## config.mk

```make
export PLATFORM = sky130hd
export DESIGN_NAME = mod_mult_pipe_flat
export DESIGN_NICKNAME = d
export VERILOG_FILES = /design/src/rtl/mod_mult_if.sv /design/src/rtl/mod_mult_pipe.sv /design/src/flat_wrapper.sv
export SDC_FILE = /design/constraint.sdc
export NUM_CORES = 1
export LEC_CHECK = 0
export BUFFER_PORTS_ARGS = -buffer_cell sky130_fd_sc_hd__buf_2
export CAP_MARGIN = 20
export CORE_MARGIN = 3
export CORE_UTILIZATION = 49
export CTS_CLUSTER_DIAMETER = 40
export DETAILED_ROUTE_END_ITERATION = 10
export PLACE_DENSITY_LB_ADDON = 0.05
export SLEW_MARGIN = 10
export SYNTH_ARGS = -nofsm -noshare
export SYNTH_HDL_FRONTEND = slang
export SYNTH_SLANG_ARGS = --single-unit
```

## constraint.sdc

```tcl
create_clock -name clk -period 10 [get_ports clk]
set_input_delay 1.5 -clock clk [delete_from_list [all_inputs] [get_ports clk]]
set_output_delay 1.5 -clock clk [all_outputs]
set_load 0.05 [all_outputs]
```

## src/rtl/mod_mult_if.sv

```systemverilog
// mod_mult_if: operand/result handshake bundle for mod_mult_pipe.
//   master: drives in_valid, in_mode, in_a, in_b, in_c, in_tag, out_ready
//   slave : drives in_ready, out_valid, out_res, out_tag
interface mod_mult_if #(
    parameter int W     = 12,
    parameter int TAG_W = 8
);
    logic             in_valid;
    logic             in_ready;
    logic             in_mode;
    logic [W-1:0]     in_a;
    logic [W-1:0]     in_b;
    logic [W-1:0]     in_c;
    logic [TAG_W-1:0] in_tag;
    logic             out_valid;
    logic             out_ready;
    logic [W-1:0]     out_res;
    logic [TAG_W-1:0] out_tag;
    modport master (
        output in_valid, in_mode, in_a, in_b, in_c, in_tag, out_ready,
        input  in_ready, out_valid, out_res, out_tag
    );
    modport slave (
        input  in_valid, in_mode, in_a, in_b, in_c, in_tag, out_ready,
        output in_ready, out_valid, out_res, out_tag
    );
endinterface

```

## src/rtl/mod_mult_pipe.sv

```systemverilog
// mod_mult_pipe: pipelined (a*b) mod Q / (a*b + c) mod Q using Barrett reduction.
//   clk, rst : clock and synchronous active-high reset
//   m        : mod_mult_if.slave carrying in_* operands/tag and out_* result/tag
//              with valid/ready handshakes on both sides
// An op captured at edge n is presented on out_* after edge n+4. All registers
// advance together on en = !out_valid | out_ready, so a stalled output freezes
// the whole pipe and in_ready follows en combinationally.
module mod_mult_pipe #(
    parameter int W     = 12,
    parameter int Q     = 3329,
    parameter int TAG_W = 8
) (
    input logic      clk,
    input logic      rst,
    mod_mult_if.slave m
);
    localparam int K = 2 * W;
    localparam logic [K-1:0] M_C = K'((64'd1 << K) / 64'(Q));
    localparam logic [K-1:0] QK  = K'(Q);
    localparam logic [W+1:0] QR  = (W + 2)'(Q);
    localparam logic [W-1:0] QW  = W'(Q);

    logic [4:0]       v;
    logic             en;
    logic [W-1:0]     s1_a, s1_b, s1_c;
    logic [K-1:0]     s2_x, s3_x, s3_q;
    logic [W+1:0]     s4_r;
    logic [TAG_W-1:0] s1_t, s2_t, s3_t, s4_t, o_tag;
    logic [W-1:0]     o_res;
    logic [K-1:0]     x_d, q_d;
    logic [W+1:0]     r_d, c1, c2;

    assign en = !v[4] | m.out_ready;

    assign m.in_ready  = en;
    assign m.out_valid = v[4];
    assign m.out_res   = o_res;
    assign m.out_tag   = o_tag;

    // x = a*b + c never exceeds Q^2-1 for legal operands, so K bits suffice.
    // qhat under-estimates floor(x/Q) by at most 2, so r0 fits in W+2 bits
    // and the true remainder is recovered with at most two subtractions.
    // The qhat multiply and the qhat*Q multiply sit in separate stages so no
    // two wide multipliers are chained in one cycle.
    always_comb begin
        x_d = K'(s1_a) * K'(s1_b) + K'(s1_c);
        q_d = K'(((2 * K)'(s2_x) * (2 * K)'(M_C)) >> K);
        r_d = (W + 2)'(s3_x - K'(s3_q * QK));
        c1  = s4_r >= QR ? s4_r - QR : s4_r;
        c2  = c1 >= QR ? c1 - QR : c1;
    end

    always_ff @(posedge clk) begin
        if (rst) begin
            v     <= '0;
            o_res <= '0;
            o_tag <= '0;
        end else if (en) begin
            v     <= {v[3:0], m.in_valid};
            o_res <= W'(c2);
            o_tag <= s4_t;
        end
    end

    always_ff @(posedge clk) begin
        if (en) begin
            s1_a <= m.in_a;
            s1_b <= m.in_b;
            s1_c <= m.in_mode ? m.in_c : '0;
            s1_t <= m.in_tag;
            s2_x <= x_d;
            s2_t <= s1_t;
            s3_x <= s2_x;
            s3_q <= q_d;
            s3_t <= s2_t;
            s4_r <= r_d;
            s4_t <= s3_t;
        end
    end

    a_legal_operands: assert property (@(posedge clk) disable iff (rst)
        (m.in_valid && en) |-> (m.in_a < QW && m.in_b < QW && (!m.in_mode || m.in_c < QW)));
endmodule

```

## src/flat_wrapper.sv

```systemverilog
// flat-port wrapper written by rule: the top's interface ports become plain ports
module mod_mult_pipe_flat 
#(
    parameter int W     = 12,
    parameter int Q     = 3329,
    parameter int TAG_W = 8
)
  (clk, rst, m_in_valid, m_in_mode, m_in_a, m_in_b, m_in_c, m_in_tag, m_out_ready, m_in_ready, m_out_valid, m_out_res, m_out_tag);
  mod_mult_if #(.W(W), .TAG_W(TAG_W)) m_i ();
  input logic clk;
  input logic rst;
  input wire logic [$bits(m_i.in_valid)-1:0] m_in_valid;
  input wire logic [$bits(m_i.in_mode)-1:0] m_in_mode;
  input wire logic [$bits(m_i.in_a)-1:0] m_in_a;
  input wire logic [$bits(m_i.in_b)-1:0] m_in_b;
  input wire logic [$bits(m_i.in_c)-1:0] m_in_c;
  input wire logic [$bits(m_i.in_tag)-1:0] m_in_tag;
  input wire logic [$bits(m_i.out_ready)-1:0] m_out_ready;
  output wire logic [$bits(m_i.in_ready)-1:0] m_in_ready;
  output wire logic [$bits(m_i.out_valid)-1:0] m_out_valid;
  output wire logic [$bits(m_i.out_res)-1:0] m_out_res;
  output wire logic [$bits(m_i.out_tag)-1:0] m_out_tag;
  assign m_i.in_valid = m_in_valid;
  assign m_i.in_mode = m_in_mode;
  assign m_i.in_a = m_in_a;
  assign m_i.in_b = m_in_b;
  assign m_i.in_c = m_in_c;
  assign m_i.in_tag = m_in_tag;
  assign m_i.out_ready = m_out_ready;
  assign m_in_ready = m_i.in_ready;
  assign m_out_valid = m_i.out_valid;
  assign m_out_res = m_i.out_res;
  assign m_out_tag = m_i.out_tag;
  mod_mult_pipe #(.W(W), .Q(Q), .TAG_W(TAG_W)) u_core (.clk(clk), .rst(rst), .m(m_i));
endmodule
```

# Word-level counts from Yosys, hierarchy flattened
# Index checks and enable logic that the tools add are counted.
[word_totals]
reg_bits = 158
inputBits = 49
out_inout_bits = 22
word_cells = 27
[op_classes]
n_bitwise = 1
reduce_logical = 1
n_addsub = 4
mul = 3
muxes = 2
n_lt_le_gt_ge = 2
[op_table]
columns = ["op", "count"]
rows = [
  ["multiplier 24 x 13 -> 37 bit, second input constant", 1],
  ["greater-or-equal comparator 14 x 12 -> 1 bit, second input constant", 2],
  ["adder 24 x 12 -> 24 bit", 1],
  ["multiplier 12 x 12 -> 24 bit", 1],
  ["multiplier 13 x 12 -> 14 bit, second input constant", 1],
  ["2-to-1 mux 14 bit", 1],
  ["subtractor 14 x 12 -> 14 bit, second input constant", 1],
  ["subtractor 14 bit", 1],
  ["2-to-1 mux 12 bit", 1],
  ["subtractor 12 bit, second input constant", 1],
  ["zero test 1 bit", 1],
  ["bitwise OR 1 bit", 1],
]

# Longest topological paths before layout
[logic_depth]
ltp_word = 4
ltp_mapped = 22
ltp_nobuf = 21

# Least setup slack after synthesis
# Ideal clock, no wire load.
[synth_path]
kind = "input port to output port"
startpoint = "input m_out_ready"
endpoint = "output m_in_ready"
required_ns = 8.500
setup_slack_ns = 2.461
path_stages = 4
arrival_time_ns = 6.039
path_buffers = 2
path_cell_list = "nor2b_1 -> clkbuf_1 -> inv_1 -> clkbuf_1"
[synth_via]
elab_chain_len = 1
[synth_lines]
columns = ["item", "line_no", "source"]
rows = [
  ["start: declaration", "flat_wrapper.sv:18", "input wire logic [$bits(m_i.out_ready)-1:0] m_out_ready;"],
  ["bitwise OR 1 bit", "mod_mult_pipe.sv:33", "assign en = !v[4] | m.out_ready;"],
  ["end: declaration", "flat_wrapper.sv:19", "output wire logic [$bits(m_i.in_ready)-1:0] m_in_ready;"],
]
# Every way passes these cells.

# Worst setup path after layout
[layout_path]
startpoint = "register u_core.s2_x[7]"
endpoint = "register u_core.s3_q[12] (data pin)"
[layout_via]
elab_chain_len = 1
[layout_lines]
columns = ["item", "line_no", "source"]
rows = [
  ["start: declaration", "mod_mult_pipe.sv:26", "logic [K-1:0] s2_x, s3_x, s3_q;"],
  ["start signal: assignment", "mod_mult_pipe.sv:71", "s2_x <= x_d;"],
  ["multiplier 24 x 13 -> 37 bit", "mod_mult_pipe.sv:47", "q_d = K'(((2 * K)'(s2_x) * (2 * K)'(M_C)) >> K);"],
  ["named net u_core.q_d[12]", "mod_mult_pipe.sv:30", "logic [K-1:0] x_d, q_d;"],
  ["end signal: assignment", "mod_mult_pipe.sv:74", "s3_q <= q_d;"],
  ["end: declaration", "mod_mult_pipe.sv:26", ""],
]
# The timed path passes the listed nets, and every way through them passes these cells.
# A chain may end at the register's enable or synchronous reset.

==> flow_summary.json <==
{
  "hold_class": "reg -> reg",
  "yosysUniqueCellTypes": 65,
  "cts-resized-gates": 0,
  "fin_nets": 2179,
  "synthMuxAreaShare_pct": 0.123,
  "clock_path_buffers": 2,
  "yosysTopAreaCell": "fa_1",
  "min_from": "u_core.s1_t[4]",
  "worstMarginPinSlew_ns": 0.975,
  "synth_xor_area_share_pct": 3.81,
  "period_needed_ns": 6.12,
  "wirelength_microns": 33000,
  "grt_pass1_wl_microns": 56700,
  "synth_seq_area_share_pct": 26.1,
  "clock-skew-final_ns": 0.00946,
  "clkLatencyLatePin_ns": 0.45,
  "slew_headroom_pct": 35.0,
  "die_y_microns": 193,
  "reg2regPathDepth": 15,
  "avgSynthCellArea_sq_um": 10.8,
  "die_area_sq_um": 37400,
  "dr.pass1.iters": 4,
  "use_met1_pct": 22.9,
  "cts_max_level": 4,
  "cpLargestDelayFamily": "adder cells",
  "hold_viol_final": 0,
  "synth_top_family_by_area": "adder cells",
  "cp.required_ns": 10.19,
  "status": "complete, no violations",
  "synthArstFlopShare_pct": 0,
  "ant_nets": 0,
  "wire_per_inst_microns": 15.6,
  "cts_hold_buf": 0,
  "viasPerCell": 4.98,
  "worst_path_most_repeated_cell": "fa_1",
  "cts_buffers": 17,
  "drc": 0,
  "grt_most_used_layer": "met2",
  "via_count": 10553,
  "synth_top_area_share_pct": 28.7,
  "gr-total-overflow": 0,
  "grt_use_met3_pct": 3.01,
  "drv_slew": 0,
  "worstSetupStartpointType": "flop",
  "final_cell_mix": "inv_1 (347), fa_1 (247), ha_1 (234)",
  "r2r_end": "u_core.s3_q[12]",
  "yosys_warnings": 0,
  "cts_tree": "yes",
  "drtIter0Drc": 273,
  "n_fill_cell": 3127,
  "clkSinkCount": 158,
  "syn_nets": 2125,
  "pin_count": 71,
  "yosys.area_share.simple_pct": 9.65,
  "grt_max_degree": 81,
  "die_w_microns": 193,
  "fmax_mhz": 164,
  "synth_area_sq_um": 17200,
  "rsz0062_at_grt": "no",
  "synth_edf_count": 133,
  "crit_chain": "fa_1 -> fa_1 -> fa_1 -> fa_1 -> fa_1 -> ha_1 -> o2111ai_1 -> o221ai_1 -> o2111ai_1 -> a31oi_1 -> a2111oi_0 -> o21ai_0 -> o21ai_0 -> o221ai_1 -> xor2_1",
  "setup_viol": 0,
  "root_buffer": "clkbuf_16",
  "critPathBufInv": 0,
  "fin_crit_sh_pct": 61.2,
  "gp_congestion": 0.830,
  "synth_cells": 1595,
  "whs_endpoint": "u_core.s2_t[4]",
  "crit_path_end_kind": "flop",
  "synth_area_leaders": "fa_1 (29%), edfxtp_1 (23%), ha_1 (17%)",
  "r2r_start": "u_core.s2_x[7]",
  "gr-usage-all-layers_pct": 18.7,
  "grt_pass1_vias": 11461,
  "final_common_cell": "inv_1",
  "antenna_found_initial": 0,
  "drive_above_1_share_pct": 6.92,
  "synth_fa_ha_area_share_pct": 45.7,
  "cts_setup_buffers": 0,
  "start_util_pct": 49.7,
  "clk_pin_slew_ns": 0.08,
  "max_stage_delay_ns": 0.64,
  "criticalPathCategory": "reg -> reg",
  "met2_usage_pct": 34.2,
  "syn_to_final_growth_pct": 8.04,
  "n_antenna_cell": 0,
  "tns_ns": 0,
  "io_buffer_count": 70,
  "hpwl_microns": 27500,
  "min_path_cells": 0,
  "cp.arrival_ns": 6.31,
  "core_area_sq_um": 34600,
  "rows": 68,
  "synth_seq_cells": 158,
  "crit_cells": 15,
  "crit_fanout": 7,
  "ys.flop_type": "edfxtp_1",
  "drv_cap": 0,
  "reg2reg_slack_ns": 3.88,
  "cp_slowest_cell": "fa_1",
  "synth-compound-area-share_pct": 6.17
}
## final cells by class
type / count / area, sq um / share of cell area (%)
Sequential cell: 158 / 4490 / 24.1
Clock buffer: 17 / 425 / 2.29
Multi-Input combinational cell: 1052 / 11300 / 60.6
Timing Repair Buffer: 72 / 365 / 1.96
Tap cell: 455 / 569 / 3.06
Inverter: 348 / 1310 / 7.05
Clock inverter: 15 / 169 / 0.908
## stage by stage
stage / cell area (sq um) / hold WS, ns / instances / utilization (%) / setup slack (ns)
2_1_floorplan: 17200 / 0.400 / 1595 / - / 2.46
3_3_place_gp: 18000 / 0.402 / 2085 / 52.0 / 3.92
3_5_place_dp: 18000 / 0.405 / 2085 / 52.0 / 3.82
4_1_cts: 18600 / 0.416 / 2117 / 53.7 / 3.79
5_1_grt: 18600 / 0.428 / 2117 / 53.7 / 3.36
6_report: 18600 / 0.413 / 2117 / 53.7 / 3.88
## sequential cells by signal, indices dropped and copies added (netlist names)
register,count
u_core.s1_b,12
u_core.v,5
u_core.m.out_tag,8
u_core.s1_t,8
u_core.s3_t,8
u_core.s1_a,12
u_core.s4_t,8
u_core.s2_t,8
u_core.s4_r,14
u_core.s2_x,24
u_core.s3_q,13
u_core.s3_x,14
u_core.m.out_res,12
u_core.s1_c,12
## metal layers
metal | share of wire, % | up-vias
li1 | - | 5217
met1 | 43 | 5163
met2 | 52 | 131
met3 | 2.5 | 42
met4 | 2.0 | 0
met5 | 0 | -
## logic make-up after synthesis
kind of cell    Yosys count
compound gates          160
xor+xnor                 75
fa+ha+maj               481
buf+inv                 385
flops                   158
mux                       2
simple gates            334
## synthesized netlist by cell type (3+ instances only)
cell type  instances
nand4_1            6
a21oi_1           44
nand2b_1           9
a31oi_1            9
o21a_1             5
o21bai_1           4
nand3_1           19
xor2_1            20
o221ai_1           3
clkbuf_1          33
a21boi_0           3
a31o_2             3
o211ai_1           7
ha_1             234
and3_1             6
inv_1            348
and2_1            87
o21ai_0           24
a21o_1            17
nor2_1            45
nor4_1             3
o311a_1            3
nor2b_1            5
nand3b_1           4
o2111ai_1          3
o21ai_1            7
dfxtp_1           25
a211oi_1           5
nand2_1          124
nor3_1            11
xnor2_1           55
edfxtp_1         133
fa_1             247
## worst max-delay path by stage
stage / start / slack [ns] / end
3_3_place_gp: u_core.s2_x[7] / 3.92 / u_core.s3_q[12]
5_1_grt: u_core.s2_x[7] / 3.36 / u_core.s3_q[12]
3_5_place_dp: u_core.s2_x[7] / 3.82 / u_core.s3_q[12]
6_report: u_core.s2_x[7] / 3.88 / u_core.s3_q[12]
2_1_floorplan: m_out_ready / 2.46 / m_in_ready
4_1_cts: u_core.s2_x[7] / 3.79 / u_core.s3_q[12]
## worst reg2reg max path, stage by stage (launching register included)
cell and delay (ns):
edfxtp_1 0.57, fa_1 0.64, fa_1 0.44, fa_1 0.55
fa_1 0.45, fa_1 0.50, ha_1 0.32, o2111ai_1 0.13
o221ai_1 0.24, o2111ai_1 0.26, a31oi_1 0.19, a2111oi_0 0.60
o21ai_0 0.28, o21ai_0 0.34, o221ai_1 0.18, xor2_1 0.17
Power is left out: the tool's default activity adds up to more than one toggle a clock period on the data nets, which glitch-free logic cannot reach.
